### src/rtl/dpram_arbiter_pkg.sv
// Shared types for dpram_arbiter: round-robin pointer type, requester limit and a bench command record.
// Optional build macro used by the top: DPRAM_ARBITER_BYPASS_EN.
package dpram_arbiter_pkg;

    localparam int unsigned NUM_REQ_MAX = 8;
    localparam int unsigned PTR_W       = $clog2(NUM_REQ_MAX);
    localparam int unsigned CMD_AW      = 8;
    localparam int unsigned CMD_DW      = 8;

    typedef logic [PTR_W-1:0] rr_ptr_t;

    typedef struct packed {
        logic              we;
        logic [CMD_AW-1:0] addr;
        logic [CMD_DW-1:0] wdata;
    } cmd_t;

    // Advance a round-robin index by one, wrapping at n.
    function automatic rr_ptr_t rr_next(input rr_ptr_t idx, input int unsigned n);
        return (idx == rr_ptr_t'(n - 1)) ? '0 : idx + 1'b1;
    endfunction

endpackage

### src/rtl/dpram_rw.sv
// Simple dual-port RAM: one write port, one read-first read port; read data holds when rd_en_i is low.
module dpram_rw #(
    parameter int unsigned DATA_WIDTH = 8,
    parameter int unsigned DATA_DEPTH = 256,
    localparam int unsigned AW        = $clog2(DATA_DEPTH)
) (
    input  logic                  clk_i,
    input  logic                  wr_en_i,
    input  logic [AW-1:0]         wr_addr_i,
    input  logic [DATA_WIDTH-1:0] wr_data_i,
    input  logic                  rd_en_i,
    input  logic [AW-1:0]         rd_addr_i,
    output logic [DATA_WIDTH-1:0] rd_data_o
);

    logic [DATA_WIDTH-1:0] mem_q [DATA_DEPTH];
    logic [DATA_WIDTH-1:0] rd_data_q;

    always_ff @(posedge clk_i) begin
        if (wr_en_i) begin
            mem_q[wr_addr_i] <= wr_data_i;
        end
        if (rd_en_i) begin
            rd_data_q <= mem_q[rd_addr_i];
        end
    end

    assign rd_data_o = rd_data_q;

endmodule

### src/rtl/rr_arbiter.sv
// Round-robin arbiter: grants the first requester at or after the pointer, then moves the pointer past it.
module rr_arbiter
    import dpram_arbiter_pkg::*;
#(
    parameter int unsigned N = 2
) (
    input  logic         clk_i,
    input  logic         rst_i,
    input  logic [N-1:0] req_i,
    output logic [N-1:0] gnt_o,
    output logic         gnt_valid_o
);

    rr_ptr_t ptr_q, ptr_d;
    rr_ptr_t hi_win, lo_win, win;
    logic    hi_found, lo_found;

    // Descending scan leaves the lowest index set: lowest at/after ptr, else lowest overall.
    always_comb begin
        hi_found = 1'b0;
        lo_found = 1'b0;
        hi_win   = '0;
        lo_win   = '0;
        for (int i = int'(N) - 1; i >= 0; i--) begin
            if (req_i[i]) begin
                lo_found = 1'b1;
                lo_win   = rr_ptr_t'(i);
                if (rr_ptr_t'(i) >= ptr_q) begin
                    hi_found = 1'b1;
                    hi_win   = rr_ptr_t'(i);
                end
            end
        end
        win         = hi_found ? hi_win : lo_win;
        gnt_valid_o = hi_found | lo_found;
        for (int i = 0; i < int'(N); i++) begin
            gnt_o[i] = gnt_valid_o && (win == rr_ptr_t'(i));
        end
        ptr_d = gnt_valid_o ? rr_next(win, N) : ptr_q;
    end

    always_ff @(posedge clk_i) begin
        if (rst_i) begin
            ptr_q <= '0;
        end else begin
            ptr_q <= ptr_d;
        end
    end

endmodule

### src/rtl/dpram_arbiter.sv
// Shares one dpram_rw between NUM_REQ requesters with independent round-robin read and write ports.
// Define DPRAM_ARBITER_BYPASS_EN to return same-cycle write data on a read/write address collision.
module dpram_arbiter
    import dpram_arbiter_pkg::*;
#(
    parameter int unsigned DATA_WIDTH = 8,
    parameter int unsigned DATA_DEPTH = 256,
    parameter int unsigned NUM_REQ    = 2,
    localparam int unsigned AW        = $clog2(DATA_DEPTH)
) (
    input  logic                          clk_i,
    input  logic                          rst_i,
    input  logic [NUM_REQ-1:0]            req_valid_i,
    output logic [NUM_REQ-1:0]            req_ready_o,
    input  logic [NUM_REQ-1:0]            req_we_i,
    input  logic [NUM_REQ*AW-1:0]         req_addr_i,
    input  logic [NUM_REQ*DATA_WIDTH-1:0] req_wdata_i,
    output logic [NUM_REQ-1:0]            rsp_valid_o,
    output logic [DATA_WIDTH-1:0]         rsp_data_o
);

    localparam int unsigned IW = $clog2(NUM_REQ);

    logic [NUM_REQ-1:0]    rd_cand, wr_cand, rd_gnt, wr_gnt;
    logic                  rd_gv, wr_gv, rd_fire, wr_fire;
    logic [IW-1:0]         rd_idx;
    logic [AW-1:0]         rd_addr, wr_addr;
    logic [DATA_WIDTH-1:0] wr_data, ram_rd_data;
    logic [IW-1:0]         tag_q, tag_d;
    logic                  rsp_valid_q, rsp_valid_d;

    assign rd_cand = req_valid_i & ~req_we_i;
    assign wr_cand = req_valid_i & req_we_i;

    rr_arbiter #(
        .N (NUM_REQ)
    ) u_rd_arb (
        .clk_i       (clk_i),
        .rst_i       (rst_i),
        .req_i       (rd_cand),
        .gnt_o       (rd_gnt),
        .gnt_valid_o (rd_gv)
    );

    rr_arbiter #(
        .N (NUM_REQ)
    ) u_wr_arb (
        .clk_i       (clk_i),
        .rst_i       (rst_i),
        .req_i       (wr_cand),
        .gnt_o       (wr_gnt),
        .gnt_valid_o (wr_gv)
    );

    always_comb begin
        rd_idx  = '0;
        rd_addr = '0;
        wr_addr = '0;
        wr_data = '0;
        for (int i = 0; i < int'(NUM_REQ); i++) begin
            if (rd_gnt[i]) begin
                rd_idx  = IW'(i);
                rd_addr = req_addr_i[i*AW +: AW];
            end
            if (wr_gnt[i]) begin
                wr_addr = req_addr_i[i*AW +: AW];
                wr_data = req_wdata_i[i*DATA_WIDTH +: DATA_WIDTH];
            end
        end
    end

    assign rd_fire     = rd_gv & ~rst_i;
    assign wr_fire     = wr_gv & ~rst_i;
    assign req_ready_o = rst_i ? '0 : (rd_gnt | wr_gnt);

    dpram_rw #(
        .DATA_WIDTH (DATA_WIDTH),
        .DATA_DEPTH (DATA_DEPTH)
    ) u_ram (
        .clk_i     (clk_i),
        .wr_en_i   (wr_fire),
        .wr_addr_i (wr_addr),
        .wr_data_i (wr_data),
        .rd_en_i   (rd_fire),
        .rd_addr_i (rd_addr),
        .rd_data_o (ram_rd_data)
    );

    always_comb begin
        rsp_valid_d = rd_fire;
        tag_d       = rd_fire ? rd_idx : tag_q;
    end

    always_ff @(posedge clk_i) begin
        if (rst_i) begin
            rsp_valid_q <= 1'b0;
            tag_q       <= '0;
        end else begin
            rsp_valid_q <= rsp_valid_d;
            tag_q       <= tag_d;
        end
    end

    always_comb begin
        for (int i = 0; i < int'(NUM_REQ); i++) begin
            rsp_valid_o[i] = rsp_valid_q && (tag_q == IW'(i));
        end
    end

`ifdef DPRAM_ARBITER_BYPASS_EN
    logic                  byp_q, byp_d;
    logic [DATA_WIDTH-1:0] byp_data_q, byp_data_d;

    // Only refreshed on a read grant so rsp_data_o holds between responses.
    always_comb begin
        byp_d      = byp_q;
        byp_data_d = byp_data_q;
        if (rd_fire) begin
            byp_d      = wr_fire && (wr_addr == rd_addr);
            byp_data_d = wr_data;
        end
    end

    always_ff @(posedge clk_i) begin
        if (rst_i) begin
            byp_q      <= 1'b0;
            byp_data_q <= '0;
        end else begin
            byp_q      <= byp_d;
            byp_data_q <= byp_data_d;
        end
    end

    assign rsp_data_o = byp_q ? byp_data_q : ram_rd_data;
`else
    assign rsp_data_o = ram_rd_data;
`endif

endmodule

### config.mk
export PLATFORM = sky130hd
export DESIGN_NAME = dpram_arbiter
export DESIGN_NICKNAME = d
export VERILOG_FILES = /design/src/rtl/dpram_arbiter_pkg.sv /design/src/rtl/dpram_rw.sv /design/src/rtl/rr_arbiter.sv /design/src/rtl/dpram_arbiter.sv
export SDC_FILE = /design/constraint.sdc
export NUM_CORES = 2
export LEC_CHECK = 0
export ABC_CLOCK_PERIOD_IN_PS = 7900
export CELL_PAD_IN_SITES_DETAIL_PLACEMENT = 1
export CELL_PAD_IN_SITES_GLOBAL_PLACEMENT = 2
export CORE_MARGIN = 1
export CORE_UTILIZATION = 33
export DETAILED_ROUTE_END_ITERATION = 10
export DONT_BUFFER_PORTS = 1
export HOLD_SLACK_MARGIN = 0.06
export PLACE_DENSITY = 0.69
export SETUP_SLACK_MARGIN = 0.3
export SLEW_MARGIN = 20
export SYNTH_ARGS = -nofsm -noshare
export SYNTH_HDL_FRONTEND = slang
export SYNTH_SLANG_ARGS = --single-unit
### constraint.sdc
create_clock -name clk_i -period 7.9 [get_ports clk_i]
set_input_delay 1.58 -clock clk_i [delete_from_list [all_inputs] [get_ports clk_i]]
set_output_delay 1.58 -clock clk_i [all_outputs]
set_load 0.01 [all_outputs]
==> impl_metrics.ini <==
[place]
placed_area_um2 = 85300
hpwlAfterDp_mm = 142
numPortBuffers = 0
gp_congestion = 0.804

[logic_synthesis]
synth_area_leaders = edfxtp_1 (76%), mux2i_1 (13%), o22ai_1 (3.1%)
synth_fp_nets = 4829
synth_edf_count = 2056
yosys_most_used_dff = edfxtp_1
synthDistinctLibCells = 48
netlist_instances = 4791
synth-seq-cells = 2060
async_flop_share_pct = 0
synth_top_area_share_pct = 76.3
yosysWarningCount = 0
syn_area_um2 = 80900
syn_area_per_cell_um2 = 16.9
seq_area_frac_synth_pct = 76.4
synth.largest_area_cell = edfxtp_1

[final_layout]
postLayoutCoreUtil_pct = 37.8
design_area_um2 = 92000
fin_nets = 4874
nFillCells = 24028
drive_above_1_share_pct = 9.71
syn2layout_area_growth_pct = 13.7

[power_and_ir_drop]
p_leak_nw = 29.4
power_density_nw_per_um2 = 254
power.total_mw = 23.4
ir_drop_v = 0.000242

[clocking]
clock-sinks = 2060
cts_max_level = 4
cts_hold_buf = 0
cts_resized = 0
clk_latency_ps = 850
numCtsBuffers = 210
cts_tree = done
path_clk_slew_ps = 60
post_cts_buffers = 0
cts_buffer_depth = 3
clock-root-buffer = clkbuf_16

[critical_path]
path_max_fanout = 30
start_kind = primary input
setup.worst_path.end_class = register
ff2ff_setup_slack_ps = 2510
cp.arrival_ps = 6260
worstPathRequired_ps = 8460
reg2reg_depth = 11
reg2reg_to = u_ram.rd_data_o[1]$_DFFE_PP_
path_class = primary input to register
rr_startpoint = u_rd_arb.ptr_q[0]$_SDFFE_PP0N_

[timing]
period_share_pct = 72.2
setup_tns_ps = 0
rsz0062_at_grt = no
finalHoldViolCount = 0
max_freq_mhz = 175
fin_worst_skew_ps = 30.2
relSlewSlack_pct = 13.0
setup_violations = 0
finalMaxSlewViolations = 0
worst_pin_slew_ps = 1310
fin_crit_ps = 5700

[detailed_routing]
drt-vias-per-instance = 5.36
drtIter0Drc = 4021
wl_met2_mm = 117
drt-total-wl_mm = 239
top_layer = met5
firstDrtPassIters = 5
ant_nets = 0
met3_length_mm = 11.5
vias = 44052
wl_met1_mm = 104
wl_per_cell_um = 29.0
drc_errors = 0

[die]
fp-row-count = 181
design.die.area_um2 = 247000
fp.dieH_um = 497
die_w_um = 497
coreArea_um2 = 243000
initial_utilization_pct = 33.2
num_io_pins = 50

[global_route]
grt_max_degree = 214
antenna_found_initial = 14
grt_pass1_wl_mm = 337
grt_pass1_vias = 45044
gr-usage-all-layers_pct = 18.8
gr-total-overflow = 0

[min_path]
hold_path_depth = 2
min_to = u_wr_arb.ptr_q[0]$_SDFFE_PP0N_
hp-start = u_wr_arb.ptr_q[0]$_SDFFE_PP0N_
worstHoldPathType = register to register

[run]
drv_cap = 0

[status]
outcome = complete, no violations
## metrics by stage
| step | cells | hold WS, ps | worst slack, ps |
|---|---|---|---|
| 6_report | 8218 | 521 | 2200 |
| 5_1_grt | 8217 | 574 | 2200 |
| 4_1_cts | 8215 | 522 | 2370 |
| 3_5_place_dp | 7825 | 510 | 1480 |
| 3_3_place_gp | 7821 | 508 | 635 |
| 2_1_floorplan | 4791 | 472 | 1450 |
## cell type report
type                       count  area (um2)  share of cell area, %
sequential                  2060       61800                   67.2
clock inverter               131        1180                   1.28
tap                         3202        4010                   4.35
clock buffer                 259        5460                   5.93
antenna                        2        5.00                0.00544
inverter                       7        26.3                 0.0286
timing repair buffer         126        1390                   1.51
multi-input combinational   2431       18100                   19.7
## logic make-up (layout without fill, tap and decap cells)
kind of cell           count (synthesis)  after routing  share of synthesized area (%)
DFF                                 2060           2060                           76.4
other                                  0              2                              0
muxes                               1024           1024                           12.7
AOI/OAI and AO/OA                    567            567                           4.80
and+or+nand+nor                      840            840                           4.51
buffers and inverters                300            523                           1.63
## layout by cell type, fill, tap and decap left out, types with 33 or more instances in the layout
master     Yosys  routed
edfxtp_1    2056    2056
clkbuf_16      0     211
o22ai_1      395     394
mux2i_1     1024    1024
buf_12         0      33
clkinv_1       0      57
clkbuf_1     143      48
nand2_1      295     287
o41ai_1       96      95
clkinv_2       0      37
nand3_1      163     161
buf_4          8      89
nor2_1       268     261
## synth_stat cells (all sizes together) (7+ instances only)
| master | n |
|---|---|
| edfxtp | 2056 |
| mux2i | 1024 |
| o22ai | 395 |
| nand2 | 295 |
| nor2 | 268 |
| nand3 | 163 |
| buf | 150 |
| clkbuf | 143 |
| o41ai | 96 |
| nand4 | 32 |
| or2 | 21 |
| a211oi | 17 |
| a41oi | 16 |
| o21ai | 15 |
| or3 | 15 |
| nor3 | 14 |
| inv | 7 |
| nand2b | 7 |
| nor2b | 7 |
| o31ai | 7 |
## critical path, stage by stage
cell and delay [ps]:
nand2b_1 210, o32ai_4 730, buf_12 320, buf_4 430
buf_4 440, mux2i_1 230, o22ai_1 140, o41ai_1 810
nand4_1 420, o22ai_1 740, nor3_1 110
## sequential cells by signal, indices dropped and copies added, names as in the netlist
| signal | cells |
|---|---|
| u_wr_arb.ptr_q | 1 |
| rsp_valid_q | 1 |
| tag_q | 1 |
| u_ram.rd_data_o | 8 |
| u_rd_arb.ptr_q | 1 |
| u_ram.mem_q | 2048 |
## worst max-delay path by stage
stage	from	to	slack [ps]	cells after the start
after floorplan	req_valid_i[0]	u_ram.mem_q[0][0]$_DFFE_PP_	1450	7
after global placement	req_we_i[1]	u_ram.rd_data_o[2]$_DFFE_PP_	630	11
after detailed placement	req_we_i[1]	u_ram.rd_data_o[1]$_DFFE_PP_	1480	11
after CTS	req_we_i[1]	u_ram.rd_data_o[1]$_DFFE_PP_	2370	11
after global routing	req_we_i[1]	u_ram.rd_data_o[1]$_DFFE_PP_	2200	11
final	req_we_i[1]	u_ram.rd_data_o[1]$_DFFE_PP_	2200	11
## where the power goes
part	total (mW)	internal, mW	switching [mW]	leakage, nW
clock	9.71	5.43	4.27	3.24
sequential	12.2	12.2	0.0125	20.0
combinational	1.48	0.402	1.08	6.14
## layer usage
| metal | GRT usage [%] | vias to the layer above |
|---|---|---|
| li1 | - | 19120 |
| met1 | 25.2 | 23425 |
| met2 | 31.6 | 1190 |
| met3 | 2.75 | 309 |
| met4 | 5.29 | 8 |
| met5 | 0 | - |
(Power assumes the default switching activity.)
